File: src/rtl/dpram_fifo_ctrl.sv
// FIFO controller in front of a dual-port RAM: push/pop stream to RAM strobes, addresses and data.
// Latency: write same cycle as push; pop_data/pop_valid one cycle after an accepted pop.
// Backpressure: push ignored while full, pop ignored while empty; both raise sticky error flags.
module dpram_fifo_ctrl #(
    parameter int DATA_W    = 8,
    parameter int ADDR_W    = 4,
    parameter int AF_THRESH = 12
) (
    input  logic              clk,
    input  logic              rst,
    input  logic              push,
    input  logic [DATA_W-1:0] push_data,
    input  logic              pop,
    output logic [DATA_W-1:0] pop_data,
    output logic              pop_valid,
    output logic              full,
    output logic              empty,
    output logic              almost_ful,
    output logic [ADDR_W:0]   count,
    output logic              overflow,
    output logic              underflow,
    output logic              ram_enb,
    output logic              ram_wr,
    output logic              ram_rd,
    output logic [ADDR_W-1:0] ram_w_addr,
    output logic [ADDR_W-1:0] ram_r_addr,
    output logic [DATA_W-1:0] ram_w_data,
    input  logic [DATA_W-1:0] ram_r_data
);

    localparam int              DEPTH   = 2 ** ADDR_W;
    localparam logic [ADDR_W:0] DEPTH_C = (ADDR_W + 1)'(DEPTH);
    localparam logic [ADDR_W:0] AF_C    = (ADDR_W + 1)'(AF_THRESH);

    logic [ADDR_W:0] wr_ptr;
    logic [ADDR_W:0] rd_ptr;
    logic [ADDR_W:0] count_q;
    logic            push_acc;
    logic            pop_acc;

    // Flags come from the registered count, so they trail the accept by one cycle.
    assign full       = (count_q == DEPTH_C);
    assign empty      = (count_q == '0);
    assign almost_ful = (count_q >= AF_C);
    assign count      = count_q;

    // Gating with rst keeps every RAM strobe low while reset is held.
    assign push_acc = rst & push & ~full;
    assign pop_acc  = rst & pop & ~empty;

    assign ram_wr     = push_acc;
    assign ram_rd     = pop_acc;
    assign ram_enb    = push_acc | pop_acc;
    assign ram_w_addr = wr_ptr[ADDR_W-1:0];
    assign ram_r_addr = rd_ptr[ADDR_W-1:0];
    assign ram_w_data = push_data;
    assign pop_data   = ram_r_data;

    always_ff @(posedge clk) begin
        if (!rst) begin
            wr_ptr    <= '0;
            rd_ptr    <= '0;
            count_q   <= '0;
            pop_valid <= 1'b0;
            overflow  <= 1'b0;
            underflow <= 1'b0;
        end else begin
            if (push_acc) wr_ptr <= wr_ptr + 1'b1;
            if (pop_acc)  rd_ptr <= rd_ptr + 1'b1;
            case ({push_acc, pop_acc})
                2'b10:   count_q <= count_q + 1'b1;
                2'b01:   count_q <= count_q - 1'b1;
                default: count_q <= count_q;
            endcase
            pop_valid <= pop_acc;
            if (push && full)  overflow  <= 1'b1;
            if (pop && empty)  underflow <= 1'b1;
        end
    end

endmodule

File: config.mk
export PLATFORM = sky130hd
export DESIGN_NAME = dpram_fifo_ctrl
export DESIGN_NICKNAME = d
export VERILOG_FILES = /design/src/rtl/dpram_fifo_ctrl.sv
export SDC_FILE = /design/constraint.sdc
export NUM_CORES = 1
export LEC_CHECK = 0
export ABC_AREA = 1
export CORE_MARGIN = 2
export CORE_UTILIZATION = 34
export CTS_CLUSTER_SIZE = 25
export DETAILED_ROUTE_END_ITERATION = 10
export GPL_ROUTABILITY_DRIVEN = 0
export PLACE_DENSITY_LB_ADDON = 0.05
export SLEW_MARGIN = 20
export SYNTH_ARGS = -nofsm -noshare
export SYNTH_HDL_FRONTEND = slang
export SYNTH_SLANG_ARGS = --single-unit
File: constraint.sdc
create_clock -name clk -period 1.75 [get_ports clk]
set_input_delay 0.35 -clock clk [delete_from_list [all_inputs] [get_ports clk]]
set_output_delay 0.35 -clock clk [all_outputs]
set_load 0.02 [all_outputs]
# Yosys cells after proc, flatten, opt, wreduce, memory -nomap -nowiden
# Index checks and enable logic that the tools add are counted.
op_classes:
  addsub: 4
  magnitude_cmp: 1
  eq_ne: 3
  mux: 1
  n_bitwise: 7
  n_reduce_logical: 4
op_table:
  columns: ["cell", "n"]
  rows:
  - ["$add 5x1->5 const B", 3]
  - ["$pmux 5 s2", 1]
  - ["$eq 5x5->1 const B", 1]
  - ["$ge 5x4->1 const B", 1]
  - ["$logic_not 5->1", 1]
  - ["$sub 5x1->5 const B", 1]
  - ["$and 1x1->1", 4]
  - ["$eq 2x1->1 const B", 1]
  - ["$eq 2x2->1 const B", 1]
  - ["$logic_and 1x1->1", 2]
  - ["$not 1->1", 2]
  - ["$reduce_bool 2->1", 1]
  - ["$or 1x1->1", 1]
word_totals:
  ff_bits: 18
  input_bits: 20
  out_inout_bits: 38
  elab_cells: 26

# Depth between registers and ports, before layout
logic_depth:
  ltp_word: 5
  mapped_depth: 17
  depth_no_buf: 16

# Worst setup path after synthesis
# Ideal clock, no wire load.
synth_path:
  path_type: "reg-to-reg"
  from: "reg count_q[1] (netlist: count[1])"
  to: "reg count_q[4] (netlist: count[4])"
  setup_time_ns: 0.117
  arrival_time_ns: 1.979
  required_ns: 1.633
  setup_slack_ns: -0.346
  path_stages_with_launch: 16
  period_less_slack_ns: 2.096
  path_cell_list: "dfxtp_1 inv_1 nand4_2 nand2_4 inv_2 ha_1 nor2_1 nor2_2 ha_1 inv_1 nand2_1 nand3_1 nand3_1 nand2_1 nor2_1 nor2_1"
synth_between:
  elab_chain_cells: 5
  elab_cells_between_ends: 12
  cone_classes: "add/sub (2); eq/ne (3); mux (1); bitwise (4); reduce/logical (2)"
synth_lines:
  columns: ["item", "line_no", "source"]
  rows:
  - ["from (decl)", "37", "logic [ADDR_W:0] count_q;"]
  - ["from (signal assigned)", "71", "2'b10: count_q <= count_q + 1'b1;"]
  - ["from (signal assigned)", "72", "2'b01: count_q <= count_q - 1'b1;"]
  - ["from (signal assigned)", "73", "default: count_q <= count_q;"]
  - ["$logic_not 5->1 *", "43", "assign empty = (count_q == '0);"]
  - ["$not 1->1 *", "49", "assign pop_acc = rst & pop & ~empty;"]
  - ["$and 1x1->1 *", "49", null]
  - ["net ram_rd", "24", "output logic ram_rd,"]
  - ["$eq 2x1->1 / $eq 2x2->1 (equally long branches)", "70", "case ({push_acc, pop_acc})"]
  - ["$pmux 5 s2 / $reduce_bool 2->1 (equally long branches)", null, null]
# Mark *: on every way through the listed nets, which the timed path passes. The rest lies on a longest branch.
# A chain may end at the register's enable or synchronous reset.

# Final worst setup path
layout_path:
  from: "reg count_q[3] (netlist: count[3])"
  to: "reg count_q[4] (netlist: count[4])"
layout_between:
  elab_chain_cells: 5
  elab_cells_between_ends: 12
  cone_classes: "add/sub (2); eq/ne (3); mux (1); bitwise (4); reduce/logical (2)"
layout_lines:
  columns: ["item", "line_no"]
  rows:
  - ["$eq 5x5->1 / $logic_not 5->1 (equally long branches)", "42, 43"]
  - ["$not 1->1 (on tied branches)", "48, 49"]
  - ["$and 1x1->1 (on tied branches)", "48, 49"]
  - ["$eq 2x1->1 / $eq 2x2->1 (equally long branches)", "70"]
  - ["$pmux 5 s2 / $reduce_bool 2->1 (equally long branches)", null]
# Several ways; a longest one is shown, not always the timed one.

==> out/qor.yml <==
timing:
  fmax_ghz: 0.542
  period_needed_ns: 1.85
  rsz0062_at_grt: "true"
  finalHoldViolCount: 0
  slew_viol_final: 0
  fin_skew_ns: 0.00569
  period_share: 1.05
  setup_viol: 2
  maxSlewHeadroom: 0.811
  tightestPinTransition_ns: 0.282
  fin_ws_ns: -0.0951
grt:
  grt_max_degree: 10
  grt-ovfl-total: 0
  grtUsageTotal: 0.145
  grt_first_pass_wirelength_um: 3800
  antenna_found_initial: 0
  grt_pass1_vias: 906
cells_and_area:
  final_area_um2: 1520
  n_antenna_cell: 0
  area_growth_pct: 49.9
  nNetsFinal: 202
  n_fill_cell: 264
  final_cell_mix: "25 x buf_4, 24 x nand2_1, 12 x inv_1"
  mostFrequentLayoutCell: "buf_4"
  drive_above_1_share: 0.408
min_path:
  hold_path.class: "primary input to flip-flop"
  holdPathEnd: "underflow$_SDFFE_PN0P_"
  holdPathStages: 3
  hp-start: "rst"
placement:
  place_area_um2: 1370
  hpwl_um: 1830
  io_buffers: 25
setup_path:
  rr_worst_depth: 15
  r2r_start: "count[3]$_SDFFE_PN0P_"
  r2r-end: "count[4]$_SDFFE_PN0P_"
  slowest_stage: "dfxtp_4"
  critical_path.max_stage_delay_ns: 0.36
  cp_max_fo: 5
  cp.required_ns: 1.98
  cp-start-kind: "flip-flop"
  arrival_ns: 2.08
  criticalPathCategory: "flip-flop to flip-flop"
  path_cells: "nor2_4 -> nand4_4 -> nand2_4 -> inv_6 -> ha_4 -> nand2_2 -> inv_2 -> nor2_4 -> ha_4 -> inv_2 -> nand2_2 -> nand3_2 -> a21oi_2 -> nor2_1 -> nor2_1"
  rrSetupSlack_ns: -0.1
  crit_path_end_kind: "flip-flop"
route:
  drc: 7
  num_vias: 951
  highest_layer: "met4"
  wl_met2_um: 1230
  via_per_inst: 4.64
  ant_nets: 0
  wirelength_met1_um: 1000
  wl_met3_um: 180
  wl_per_cell_um: 11.9
  first_iter_violations: 27
  firstDrtPassIters: 7
  wl_um: 2450
clock_network:
  numCtsBuffers: 3
  clock_latency_ns: 0.29
  path_clk_slew_ns: 0.10
  htree_levels: 1
  clockBufferDepth: 2
  cts-root-buf: "clkbuf_4"
  cts.sinks: 16
  cts_tree: "yes"
synthesis:
  yosysSeqAreaShare: 0.316
  synth_top_area_cell: "dfxtp_1"
  synth_top_area_frac: 0.316
  synth.distinct_cells: 18
  netlist_instances: 137
  synth_area_leaders: "dfxtp_1 32%, buf_4 13%, nand2_1 10%, ha_1 8.6%, inv_1 7.0%"
  yosysWarnings: 0
  syn_avg_cell_area_um2: 7.41
  netlist_area_um2: 1010
  syn-num-nets: 164
  synth-seq-cells: 16
pwr:
  leakagePower_nw: 0.795
  power.density_nw_per_um2: 1030
  power_mw: 1.57
  peakVddDrop_v: 0.000565
floorplan:
  rows: 19
  die_w_um: 58.6
  die_h_um: 58.6
  core_area_um2: 2810
  initial_core_util: 0.362
  die_area_um2: 3440
  io_pins: 58
outcome:
  violations: "DRC, setup timing"
  outcome: "complete, but fails checks"
run:
  maxCapViolations: 0
[where the power goes]
part / total [mW] / internal [mW] / switching [mW]
Sequential: 0.468 / 0.424 / 0.0439
Combinational: 0.858 / 0.411 / 0.447
Clock: 0.249 / 0.127 / 0.122
Total: 1.57 / 0.961 / 0.613
[kinds of logic after synthesis]
| family | count (synthesis) | synth area share |
|---|---|---|
| and+or+nand+nor | 49 | 0.232 |
| xor gates and xnor gates | 8 | 0.0691 |
| DFF | 16 | 0.316 |
| adders and majority gates | 7 | 0.0863 |
| buffers and inverters | 40 | 0.211 |
| AOI/OAI and AO/OA | 17 | 0.0863 |
[worst max path at each step]
stage,from,cells past startpoint,end
2_1_floorplan,count[3]$_SDFFE_PN0P_,13,count[4]$_SDFFE_PN0P_
3_3_place_gp,rst,7,ram_enb
3_5_place_dp,rst,7,ram_enb
4_1_cts,count[2]$_SDFFE_PN0P_,15,count[4]$_SDFFE_PN0P_
5_1_grt,count[3]$_SDFFE_PN0P_,15,count[4]$_SDFFE_PN0P_
6_report,count[3]$_SDFFE_PN0P_,15,count[4]$_SDFFE_PN0P_
[metal layers]
metal  track usage  up-vias
met5             0        -
met4        0.0714        0
met3        0.0374       10
met2         0.250       34
met1         0.165      424
li1              -      483
[through the flow]
step	util	TNS, ns	worst slack (ns)	std cells	hold slack, ns
CTS	0.523	-0.222	-0.0915	203	0.456
global route	0.542	-0.609	-0.186	205	0.484
floorplan	-	-0.145	-0.0846	137	0.530
global placement	0.490	-3.37	-0.551	197	0.438
finish	0.542	-0.141	-0.0951	205	0.464
detailed placement	0.490	-3.39	-0.563	197	0.448
[registers in the layout (all words and copies together), names as in the netlist]
signal / count
wr_ptr: 4
rd_ptr: 4
count: 5
underflow: 1
pop_valid: 1
overflow: 1
[Yosys cell counts]
cell and n:
nand2_2 1, o21bai_1 1, nor2_1 5, xor2_1 6
o21ai_0 6, xnor2_1 2, nand3_1 9, nand4_2 2
inv_1 19, nand2_1 28, a21oi_1 9, o21ai_1 1
inv_2 4, dfxtp_1 16, nand2_4 2, ha_1 7
nor2_2 2, buf_4 17
[layout make-up]
type                            count  area (µm²)  area share
Clock buffer                        4        36.3      0.0238
Tap cell                           31        38.8      0.0255
Inverter                           23        91.3      0.0600
Multi-Input combinational cell     81         583       0.383
Timing Repair Buffer               50         443       0.291
Sequential cell                    16         329       0.216
[critical path, delay by kind of cell (launching register included)]
kind	cells	cell delay [ns]
AND/OR/NAND/NOR	9	0.83
flip-flops	1	0.36
adder cells (fa/ha/maj)	2	0.31
AO/OA/AOI/OAI	1	0.15
buffers and inverters	3	0.12
[repair_timing]
item,CTS,global route
endpoints found under the hold margin,0,0
pin swaps,8,7
buffers inserted,3,2
resized for setup,36,17
hold buffers,0,0
setup endpoints to repair,11,12
No activity file was read; power rests on OpenSTA's default activity.
